### config.mk
export PLATFORM = sky130hd
export DESIGN_NAME = pe_mac_array_flat
export DESIGN_NICKNAME = d
export VERILOG_FILES = /design/src/rtl/pe_mac_array_if.sv /design/src/rtl/pe_mac_array.sv /design/src/flat_wrapper.sv
export SDC_FILE = /design/constraint.sdc
export NUM_CORES = 2
export LEC_CHECK = 0
export BUFFER_PORTS_ARGS = -buffer_cell sky130_fd_sc_hd__buf_4
export CAP_MARGIN = 20
export CORE_ASPECT_RATIO = 1.1
export CORE_MARGIN = 2
export CORE_UTILIZATION = 30
export CTS_BUF_LIST = sky130_fd_sc_hd__clkbuf_4
export DETAILED_ROUTE_END_ITERATION = 16
export PLACE_DENSITY = 0.49
export SLEW_MARGIN = 20
export SYNTH_ARGS = -nofsm -noshare
export SYNTH_HDL_FRONTEND = slang
export SYNTH_SLANG_ARGS = --single-unit
### constraint.sdc
create_clock -name clk_i -period 14.2 [get_ports clk_i]
set_input_delay 1.42 -clock clk_i [delete_from_list [all_inputs] [get_ports clk_i]]
set_output_delay 1.42 -clock clk_i [all_outputs]
set_load 0.005 [all_outputs]
### src/rtl/pe_mac_array_if.sv
// Command, operand and result bundle for the multi-lane MAC processing element.
// The master drives commands and operands and accepts results; the slave is the PE.
interface pe_mac_array_if #(
  parameter int unsigned LANES      = 4,
  parameter int unsigned DATA_WIDTH = 16,
  parameter int unsigned LEN_WIDTH  = 16
);

  logic                          cmd_valid_i;
  logic [3:0]                    cmd_i;
  logic                          cmd_ready_o;
  logic [LEN_WIDTH-1:0]          param_i;
  logic [LANES*DATA_WIDTH-1:0]   param_vec_i;
  logic [LANES*DATA_WIDTH-1:0]   data_i;
  logic [DATA_WIDTH-1:0]         weight_i;
  logic [LANES*DATA_WIDTH-1:0]   data_o;
  logic [DATA_WIDTH-1:0]         weight_o;
  logic [LANES*DATA_WIDTH-1:0]   result_o;
  logic                          result_valid_o;
  logic                          result_ready_i;
  logic                          busy_o;
  logic                          cfg_err_o;

  modport master (
    output cmd_valid_i, cmd_i, param_i, param_vec_i, data_i, weight_i, result_ready_i,
    input  cmd_ready_o, data_o, weight_o, result_o, result_valid_o, busy_o, cfg_err_o
  );

  modport slave (
    input  cmd_valid_i, cmd_i, param_i, param_vec_i, data_i, weight_i, result_ready_i,
    output cmd_ready_o, data_o, weight_o, result_o, result_valid_o, busy_o, cfg_err_o
  );

endinterface

### src/rtl/pe_mac_array.sv
// Multi-lane fixed-point MAC processing element with a shared broadcast weight.
// CONV mode accumulates LEN products per output; FIX_MAC mode applies a per-lane
// scale and bias to every operand. Results leave through a valid/ready register
// that stalls the whole pipeline while it is full and not accepted.
module pe_mac_array #(
  parameter int unsigned LANES      = 4,
  parameter int unsigned DATA_WIDTH = 16,
  parameter int unsigned FRAC_BITS  = 8,
  parameter int unsigned ACC_WIDTH  = 40,
  parameter int unsigned LEN_WIDTH  = 16
) (
  input  logic           clk_i,
  input  logic           rst_ni,
  pe_mac_array_if.slave  bus
);

  localparam int unsigned PW = 2 * DATA_WIDTH;
  localparam int unsigned VW = LANES * DATA_WIDTH;

  localparam logic signed [ACC_WIDTH-1:0] ONE     = ACC_WIDTH'(1);
  localparam logic signed [ACC_WIDTH-1:0] RND     = ONE << (FRAC_BITS - 1);
  localparam logic signed [ACC_WIDTH-1:0] SAT_MAX = (ONE << (DATA_WIDTH - 1)) - ONE;
  localparam logic signed [ACC_WIDTH-1:0] SAT_MIN = ~SAT_MAX;

  typedef enum logic [3:0] {
    CMD_NOP      = 4'd0,
    CMD_CLEAR    = 4'd1,
    CMD_TRIGGER  = 4'd2,
    CMD_FORWARD  = 4'd3,
    CMD_SET_LEN  = 4'd4,
    CMD_SET_MUL  = 4'd5,
    CMD_SET_ADD  = 4'd6,
    CMD_SET_MODE = 4'd7,
    CMD_LOAD_ACC = 4'd8
  } cmd_e;

  typedef enum logic {
    MODE_CONV = 1'b0,
    MODE_FIX  = 1'b1
  } mode_e;

  logic                          stall, accept;
  logic                          do_clear, do_trig, do_fwd, do_len, do_mul, do_add, do_mode, do_load;
  logic                          busy;

  logic [LEN_WIDTH-1:0]          len_q, cnt_q;
  mode_e                         mode_q;
  logic signed [DATA_WIDTH-1:0]  mul_q [LANES];
  logic signed [DATA_WIDTH-1:0]  add_q [LANES];
  logic signed [ACC_WIDTH-1:0]   acc_q [LANES];
  logic signed [PW-1:0]          prod_q [LANES];
  logic                          s1_valid_q;
  logic                          busy_q, res_valid_q, cfg_err_q;
  logic [VW-1:0]                 result_q, data_q;
  logic [DATA_WIDTH-1:0]         weight_q;

  logic [DATA_WIDTH-1:0]         lane_op [LANES];
  logic signed [PW-1:0]          prod_c [LANES];
  logic signed [ACC_WIDTH-1:0]   sum_c [LANES];
  logic signed [ACC_WIDTH-1:0]   rnd_c [LANES];
  logic [VW-1:0]                 res_c;
  logic                          last_term, s2_fire, res_load;

  assign stall  = res_valid_q && !bus.result_ready_i;
  assign accept = bus.cmd_valid_i && !stall;

  // Command decode; only accepted commands raise a strobe.
  always_comb begin
    do_clear = 1'b0;
    do_trig  = 1'b0;
    do_fwd   = 1'b0;
    do_len   = 1'b0;
    do_mul   = 1'b0;
    do_add   = 1'b0;
    do_mode  = 1'b0;
    do_load  = 1'b0;
    if (accept) begin
      case (bus.cmd_i)
        CMD_CLEAR:    do_clear = 1'b1;
        CMD_TRIGGER:  do_trig  = 1'b1;
        CMD_FORWARD:  do_fwd   = 1'b1;
        CMD_SET_LEN:  do_len   = 1'b1;
        CMD_SET_MUL:  do_mul   = 1'b1;
        CMD_SET_ADD:  do_add   = 1'b1;
        CMD_SET_MODE: do_mode  = 1'b1;
        CMD_LOAD_ACC: do_load  = 1'b1;
        default:      ;
      endcase
    end
  end

  // In FIX_MAC there is no group, so busy simply tracks ops still in the pipe.
  assign busy = (mode_q == MODE_FIX) ? (s1_valid_q || res_valid_q) : busy_q;

  assign last_term = (cnt_q == len_q - LEN_WIDTH'(1));
  assign s2_fire   = s1_valid_q && !stall;
  assign res_load  = s2_fire && ((mode_q == MODE_FIX) || last_term);

  // S1 products and S2 accumulate/round/saturate datapath per lane.
  always_comb begin
    res_c = '0;
    for (int unsigned l = 0; l < LANES; l++) begin
      lane_op[l] = (mode_q == MODE_FIX) ? mul_q[l] : bus.weight_i;
      prod_c[l]  = $signed({{DATA_WIDTH{bus.data_i[l*DATA_WIDTH+DATA_WIDTH-1]}},
                            bus.data_i[l*DATA_WIDTH +: DATA_WIDTH]})
                 * $signed({{DATA_WIDTH{lane_op[l][DATA_WIDTH-1]}}, lane_op[l]});
      if (mode_q == MODE_FIX) begin
        sum_c[l] = {{(ACC_WIDTH-PW){prod_q[l][PW-1]}}, prod_q[l]}
                 + ({{(ACC_WIDTH-DATA_WIDTH){add_q[l][DATA_WIDTH-1]}}, add_q[l]} << FRAC_BITS);
      end else begin
        sum_c[l] = acc_q[l] + {{(ACC_WIDTH-PW){prod_q[l][PW-1]}}, prod_q[l]};
      end
      rnd_c[l] = (sum_c[l] + RND) >>> FRAC_BITS;
      if (rnd_c[l] > SAT_MAX) begin
        res_c[l*DATA_WIDTH +: DATA_WIDTH] = SAT_MAX[DATA_WIDTH-1:0];
      end else if (rnd_c[l] < SAT_MIN) begin
        res_c[l*DATA_WIDTH +: DATA_WIDTH] = SAT_MIN[DATA_WIDTH-1:0];
      end else begin
        res_c[l*DATA_WIDTH +: DATA_WIDTH] = rnd_c[l][DATA_WIDTH-1:0];
      end
    end
  end

  // Configuration registers; length and mode are frozen while busy.
  always_ff @(posedge clk_i or negedge rst_ni) begin
    if (!rst_ni) begin
      len_q  <= LEN_WIDTH'(1);
      mode_q <= MODE_CONV;
      for (int unsigned l = 0; l < LANES; l++) begin
        mul_q[l] <= '0;
        add_q[l] <= '0;
      end
    end else begin
      if (do_len && !busy) begin
        len_q <= (bus.param_i == '0) ? LEN_WIDTH'(1) : bus.param_i;
      end
      if (do_mode && !busy) begin
        mode_q <= mode_e'(bus.param_i[0]);
      end
      for (int unsigned l = 0; l < LANES; l++) begin
        if (do_mul) mul_q[l] <= bus.param_vec_i[l*DATA_WIDTH +: DATA_WIDTH];
        if (do_add) add_q[l] <= bus.param_vec_i[l*DATA_WIDTH +: DATA_WIDTH];
      end
    end
  end

  // S1 register: product capture on TRIGGER, held during stall.
  always_ff @(posedge clk_i or negedge rst_ni) begin
    if (!rst_ni) begin
      s1_valid_q <= 1'b0;
      for (int unsigned l = 0; l < LANES; l++) prod_q[l] <= '0;
    end else if (do_clear) begin
      s1_valid_q <= 1'b0;
    end else if (!stall) begin
      s1_valid_q <= do_trig;
      if (do_trig) begin
        for (int unsigned l = 0; l < LANES; l++) prod_q[l] <= prod_c[l];
      end
    end
  end

  // Accumulators and term counter; the final term bypasses the accumulator.
  always_ff @(posedge clk_i or negedge rst_ni) begin
    if (!rst_ni) begin
      cnt_q <= '0;
      for (int unsigned l = 0; l < LANES; l++) acc_q[l] <= '0;
    end else if (do_clear) begin
      cnt_q <= '0;
      for (int unsigned l = 0; l < LANES; l++) acc_q[l] <= '0;
    end else if (do_load && !busy) begin
      for (int unsigned l = 0; l < LANES; l++) begin
        acc_q[l] <= {{(ACC_WIDTH-DATA_WIDTH){bus.param_vec_i[l*DATA_WIDTH+DATA_WIDTH-1]}},
                     bus.param_vec_i[l*DATA_WIDTH +: DATA_WIDTH]} << FRAC_BITS;
      end
    end else if (s2_fire && (mode_q == MODE_CONV)) begin
      if (last_term) begin
        cnt_q <= '0;
        for (int unsigned l = 0; l < LANES; l++) acc_q[l] <= '0;
      end else begin
        cnt_q <= cnt_q + LEN_WIDTH'(1);
        for (int unsigned l = 0; l < LANES; l++) acc_q[l] <= sum_c[l];
      end
    end
  end

  // Result register and status flags. Outside a stall the held result is either
  // absent or being transferred, so valid simply follows the new-load strobe.
  always_ff @(posedge clk_i or negedge rst_ni) begin
    if (!rst_ni) begin
      result_q    <= '0;
      res_valid_q <= 1'b0;
      busy_q      <= 1'b0;
      cfg_err_q   <= 1'b0;
    end else if (do_clear) begin
      res_valid_q <= 1'b0;
      busy_q      <= 1'b0;
      cfg_err_q   <= 1'b0;
    end else if (!stall) begin
      res_valid_q <= res_load;
      if (res_load) result_q <= res_c;
      if (do_trig) begin
        busy_q <= 1'b1;
      end else if (res_load) begin
        busy_q <= 1'b0;
      end
      if ((do_len || do_mode || do_load) && busy) cfg_err_q <= 1'b1;
    end
  end

  // Neighbour pass-through of activations and weight.
  always_ff @(posedge clk_i or negedge rst_ni) begin
    if (!rst_ni) begin
      data_q   <= '0;
      weight_q <= '0;
    end else if (do_trig || do_fwd) begin
      data_q   <= bus.data_i;
      weight_q <= bus.weight_i;
    end
  end

  assign bus.cmd_ready_o    = !stall;
  assign bus.data_o         = data_q;
  assign bus.weight_o       = weight_q;
  assign bus.result_o       = result_q;
  assign bus.result_valid_o = res_valid_q;
  assign bus.busy_o         = busy;
  assign bus.cfg_err_o      = cfg_err_q;

endmodule

### src/flat_wrapper.sv
// flat-port wrapper written by rule: the top's interface ports become plain ports
module pe_mac_array_flat 
#(
  parameter int unsigned LANES      = 4,
  parameter int unsigned DATA_WIDTH = 16,
  parameter int unsigned FRAC_BITS  = 8,
  parameter int unsigned ACC_WIDTH  = 40,
  parameter int unsigned LEN_WIDTH  = 16
)
  (clk_i, rst_ni, bus_cmd_valid_i, bus_cmd_i, bus_param_i, bus_param_vec_i, bus_data_i, bus_weight_i, bus_result_ready_i, bus_cmd_ready_o, bus_data_o, bus_weight_o, bus_result_o, bus_result_valid_o, bus_busy_o, bus_cfg_err_o);
  pe_mac_array_if #(.LANES(LANES), .DATA_WIDTH(DATA_WIDTH), .LEN_WIDTH(LEN_WIDTH)) bus_i ();
  input  logic clk_i;
  input  logic rst_ni;
  input wire logic [$bits(bus_i.cmd_valid_i)-1:0] bus_cmd_valid_i;
  input wire logic [$bits(bus_i.cmd_i)-1:0] bus_cmd_i;
  input wire logic [$bits(bus_i.param_i)-1:0] bus_param_i;
  input wire logic [$bits(bus_i.param_vec_i)-1:0] bus_param_vec_i;
  input wire logic [$bits(bus_i.data_i)-1:0] bus_data_i;
  input wire logic [$bits(bus_i.weight_i)-1:0] bus_weight_i;
  input wire logic [$bits(bus_i.result_ready_i)-1:0] bus_result_ready_i;
  output wire logic [$bits(bus_i.cmd_ready_o)-1:0] bus_cmd_ready_o;
  output wire logic [$bits(bus_i.data_o)-1:0] bus_data_o;
  output wire logic [$bits(bus_i.weight_o)-1:0] bus_weight_o;
  output wire logic [$bits(bus_i.result_o)-1:0] bus_result_o;
  output wire logic [$bits(bus_i.result_valid_o)-1:0] bus_result_valid_o;
  output wire logic [$bits(bus_i.busy_o)-1:0] bus_busy_o;
  output wire logic [$bits(bus_i.cfg_err_o)-1:0] bus_cfg_err_o;
  assign bus_i.cmd_valid_i = bus_cmd_valid_i;
  assign bus_i.cmd_i = bus_cmd_i;
  assign bus_i.param_i = bus_param_i;
  assign bus_i.param_vec_i = bus_param_vec_i;
  assign bus_i.data_i = bus_data_i;
  assign bus_i.weight_i = bus_weight_i;
  assign bus_i.result_ready_i = bus_result_ready_i;
  assign bus_cmd_ready_o = bus_i.cmd_ready_o;
  assign bus_data_o = bus_i.data_o;
  assign bus_weight_o = bus_i.weight_o;
  assign bus_result_o = bus_i.result_o;
  assign bus_result_valid_o = bus_i.result_valid_o;
  assign bus_busy_o = bus_i.busy_o;
  assign bus_cfg_err_o = bus_i.cfg_err_o;
  pe_mac_array #(.LANES(LANES), .DATA_WIDTH(DATA_WIDTH), .FRAC_BITS(FRAC_BITS), .ACC_WIDTH(ACC_WIDTH), .LEN_WIDTH(LEN_WIDTH)) u_core (.clk_i(clk_i), .rst_ni(rst_ni), .bus(bus_i));
endmodule
# == After elaboration in Yosys (flattened, before gate mapping) ==
# Cells that the tools add are included.
# totals
in_bits,168
reg_bits,597
# op_classes
n_addsub,14
bitwise,3
eq_ne,11
magnitude_cmp,8
mux,53
reduce_logical,27
mul,4
# ops
operator,n
160-bit 2-to-1 mux,4
16-bit 2-to-1 mux,17
40-bit adder,4
"40-bit by 9-bit adder with 40-bit output, second input constant",4
40-bit 2-to-1 mux,4
32-bit by 24-bit adder with 33-bit output,4
"32-bit by 16-bit greater-than comparator with 1-bit output, second input constant",4
"32-bit by 16-bit less-than comparator with 1-bit output, second input constant",4
16-bit by 16-bit multiplier with 32-bit output,4
1-bit 2-to-1 mux,28
"16-bit by 1-bit adder with 16-bit output, second input constant",1
16-bit == test,1
"4-bit by 3-bit == test with 1-bit output, second input constant",4
16-bit logical NOT,1
"16-bit by 1-bit subtractor with 16-bit output, second input constant",1
1-bit logical AND,9
"4-bit by 2-bit == test with 1-bit output, second input constant",2
2-bit AND reduction,3
3-bit AND reduction,2
3-bit nonzero test,2
1-bit logical OR,5
"4-bit by 1-bit == test with 1-bit output, second input constant",1
"4-bit == test, second input constant",1
2-bit nonzero test,2
other kinds (4),8

# == Longest topological paths before layout ==
# depth
ltp_word,11
ltp_mapped,46
ltp_nobuf,31

# == Least setup slack after synthesis ==
# OpenSTA, ideal clock, no wires.
# synth_path
path_kind,register -> register
from,reg u_core.mode_q
to,reg u_core.prod_q[62] (netlist bit)
arrival_time_ns,9.988
stages_incl_launch_ff,45
path_slack_ns,4.079
period_less_slack_ns,10.121
required_ns,14.067
cell_sequence,dfrtp_1 > buf_2 > buf_2 > buf_2 > clkbuf_1 > buf_2 > buf_2 > buf_2 > buf_1 > buf_2 > buf_2 > buf_2 > buf_1 > buf_2 > clkbuf_1 > clkbuf_1 > nand2_1 > nand2_1 > [9 not listed] > fa_1 > inv_1 > ha_1 > a21o_1 > a21o_1 > a21o_1 > a21o_1 > a21o_1 > a21o_1 > a21o_1 > nor3_1 > o21ai_0 > a31o_2 > a21oi_1 > o21bai_1 > a21oi_1 > xor2_1 > o21ai_0
# synth_between
elab_chain_len,2
# synth_lines
element,line,rtl
from (decl),pe_mac_array.sv:47,mode_e mode_q;
from (signal assigned),pe_mac_array.sv:138,mode_q <= mode_e'(bus.param_i[0]);
16-bit 2-to-1 mux,pe_mac_array.sv:103,lane_op[l] = (mode_q == MODE_FIX) ? mul_q[l] : bus.weight_i;
16-bit by 16-bit multiplier with 32-bit output,pe_mac_array.sv:106,"* $signed({{DATA_WIDTH{lane_op[l][DATA_WIDTH-1]}}, lane_op[l]});"
to (decl),pe_mac_array.sv:51,logic signed [PW-1:0] prod_q [LANES];
# No other way between the ends.
# A chain may end at the register's enable or synchronous reset.

# == Worst setup path in the final report ==
# Ends and elaborated chain as after synthesis.

==> results by group <==
Synthesis
  – Post-Synthesis Cells: 9147
  – Unique cell type count in the Yosys netlist: 107
  – FF+latch count, synth: 597
  – Xor and xnor area share after synthesis: 0.0393
  – Mapped cell area: 81800 µm²
  – Yosys top cell area share: 0.258
  – EDFF count, synth: 0
  – Main combinational cell family by area after synthesis: adder cells
  – Syn Area/Cell: about 8.9 µm²
  – Count leader, synth: inv_1
  – Sequential area share after synthesis: 0.183
  – Post-synthesis adder-cell area fraction: 0.348
  – Mux contribution to synthesized area: 0.0418
  – Ys Warns: 0
  – Area contributors post-synth: fa_1, dfrtp_1, ha_1
  – Area leader, netlist: fa_1
  – Mapped Nets: 11000
  – Synth Area in Simple Gates: 0.168
  – Compound-gate portion of the synthesized area: 0.145
  – Synth cell count leaders: inv_1, nand2_1, fa_1
  – Top_reg_cell synth: dfrtp_1
  – Post-synthesis async set-or-reset flop share: 1.00

STA
  – Worst slew margin: 0.234
  – Max Slew Vio Count: 0
  – Setup TNS: 0 ns
  – Clock skew: 0.177 ns
  – Worst-margin pin slew: 1.15 ns
  – RSZ-0062 raised after global routing: false
  – Endpoints failing setup: 0
  – Final Hold Vio Count: 0
  – Fmax: 0.104 GHz
  – Final Cycle Share: 0.677
  – Final hold slack: 0.236 ns
  – Minimum clock period: 9.61 ns

Drt
  – Post-Route M1 WL: 120000 µm
  – Residual DRC: 0
  – Vias per cell: 5.06
  – Total length of routed met3 wires: 13800 µm
  – Initial DRC count: between 3000 and 4000
  – Wire per inst: 20.6 µm
  – WL final: 272000 µm
  – Pre-Repair DR Iteration Count: 6
  – ANT nets after route: 0
  – Vias post-DR: 66700
  – Wire length on met2: about 130000 µm
  – Top sig layer: met5

Critical path
  – Buf/Inv on CP: 6
  – Setup crit start kind: register
  – Worst EP required: 15.19 ns
  – Top delay family on crit path: adder cells
  – Slowest stage delay, CP: 0.64 ns
  – Setup crit end kind: register
  – CP max stage cell: buf_4
  – CP max FO: 85
  – Crit path kind: reg2reg
  – Cell mode on critical path: a21o_1
  – CP arrival: 10.60 ns

Cells and area
  – Layout area overhead: 10.5%
  – Share of post-route cells with drive strength above 1: 0.110
  – Final core occ: 0.332
  – Final instance area: 90400 µm²
  – Fin nets: 11200

Placed design
  – Placed wire-length estimate: 211000 µm
  – Routability Congestion: 0.877
  – Port bufs: 315
  – Post-DP Area: 88000 µm²

Floorplan
  – Ports: around 320
  – Core ar.: 272000 µm²
  – Die area: approximately 280000 µm²
  – Die Y: between 500 and 600 µm
  – Row count: 201
  – Die width: between 500 and 600 µm
  – Initial Util: 0.301

Global routing
  – GRT overflow: 0
  – Wire length of the first global-routing pass: 418000 µm
  – Largest net degree at the start of global routing: 161
  – GRT Overall Usage: 0.195
  – Initial antenna violation count: 38
  – Number of global-route vias before repair: just under 70000

Clocking
  – Post-CTS Resized: 0
  – Clock Sinks: between 500 and 600
  – Clock Tree Buf Depth: 4
  – H-Tree Depth: 4
  – Worst skew pair latency: ~1.3 ns
  – Hold_buf cts: 0
  – Root Buffer: clkbuf_4
  – CTS tree: done
  – Post-CTS setup buffers: 0
  – CTS Buf Count: 199
  – Reg clk slew, reported paths: around 0.070 ns

Flow run
  – Max-cap violations: 0

Status
  – Status: finished clean

Min path
  – Hold WC Path Type: in2async
==> cells in the final DEF, fill, tap and decap left out, drive strengths merged, types with 165 or more instances in the layout <==
cell / n
a21o: 181
mux2: 255
nor3: 165
and2: 355
ha: 586
nor2b: 250
nor2: 411
xnor2: 241
fa: 1056
dfrtp: 596
clkbuf: 271
buf: 391
o21ai: 475
nand2: 1070
a21oi: 451
inv: 1257
==> cells by family (layout without fill, tap and decap cells) <==
| group | Yosys count | count (layout) |
|---|---|---|
| AND/OR/NAND/NOR | 2803 | 2803 |
| AO/OA/AOI/OAI | 1801 | 1801 |
| adder cells (fa/ha/maj) | 1642 | 1642 |
| buffers and inverters | 1628 | 1989 |
| flip-flops | 597 | 597 |
| XOR/XNOR | 366 | 366 |
| multiplexers | 310 | 310 |
| other | 0 | 14 |
==> worst paths after layout <==
check,from,to,slack [ns],cells past startpoint
worst min register to register,u_core.acc_q[126],u_core.acc_q[126],0.47,2
worst max register to register,u_core.mode_q,u_core.prod_q[62],4.59,31
worst max-delay path,u_core.mode_q,u_core.prod_q[62],4.59,31
max in group asynchronous,rst_ni,u_core.mul_q[46],10.86,4
worst min-delay path,rst_ni,u_core.bus.data_o[39],0.24,1
min in group clk_i,bus_weight_i[9],u_core.bus.weight_o[9],0.39,2
==> worst register-to-register path, delay by kind of cell, from the launching register on <==
kind / cells / cell delay, ns
fa+ha+maj: 7 / 3.37
compound gates: 13 / 2.23
buf+inv: 6 / 2.00
simple gates: 4 / 1.06
flops: 1 / 0.56
xor+xnor: 1 / 0.15
==> per-layer routing <==
metal,GRT usage,vias to the layer above
li1,-,30900
met5,0,-
met3,0.0280,436
met4,0.0624,18
met1,0.255,33600
met2,0.329,1681
==> stage by stage <==
stage / cells / worst slack (ns)
3_3_place_gp: 12800 / 4.39
4_1_cts: 13200 / 4.61
5_1_grt: 13200 / 4.12
6_report: 13200 / 4.59
2_1_floorplan: 9147 / 4.08
3_5_place_dp: 12800 / 4.42
==> registers in the layout, indices dropped and copies added, names as in the netlist, 16 cells and up <==
register / cells
u_core.acc_q: 160
u_core.add_q: 64
u_core.bus.data_o: 64
u_core.bus.result_o: 64
u_core.bus.weight_o: 16
u_core.cnt_q: 16
u_core.len_q: 16
u_core.mul_q: 64
u_core.prod_q: 128
==> final cells by class <==
class	instances	area (µm²)
Inverter	1256	4720
Fill cell	28400	181000
Clock inverter	71	329
Antenna cell	14	35.0
Sequential cell	597	14900
Clock buffer	271	2030
Timing Repair Buffer	391	2970
Multi-Input combinational cell	6922	60800
Tap cell	3654	4570
Power is not shown: default switching activity piles up to over one toggle a cycle in this logic, so the estimate is an artifact.
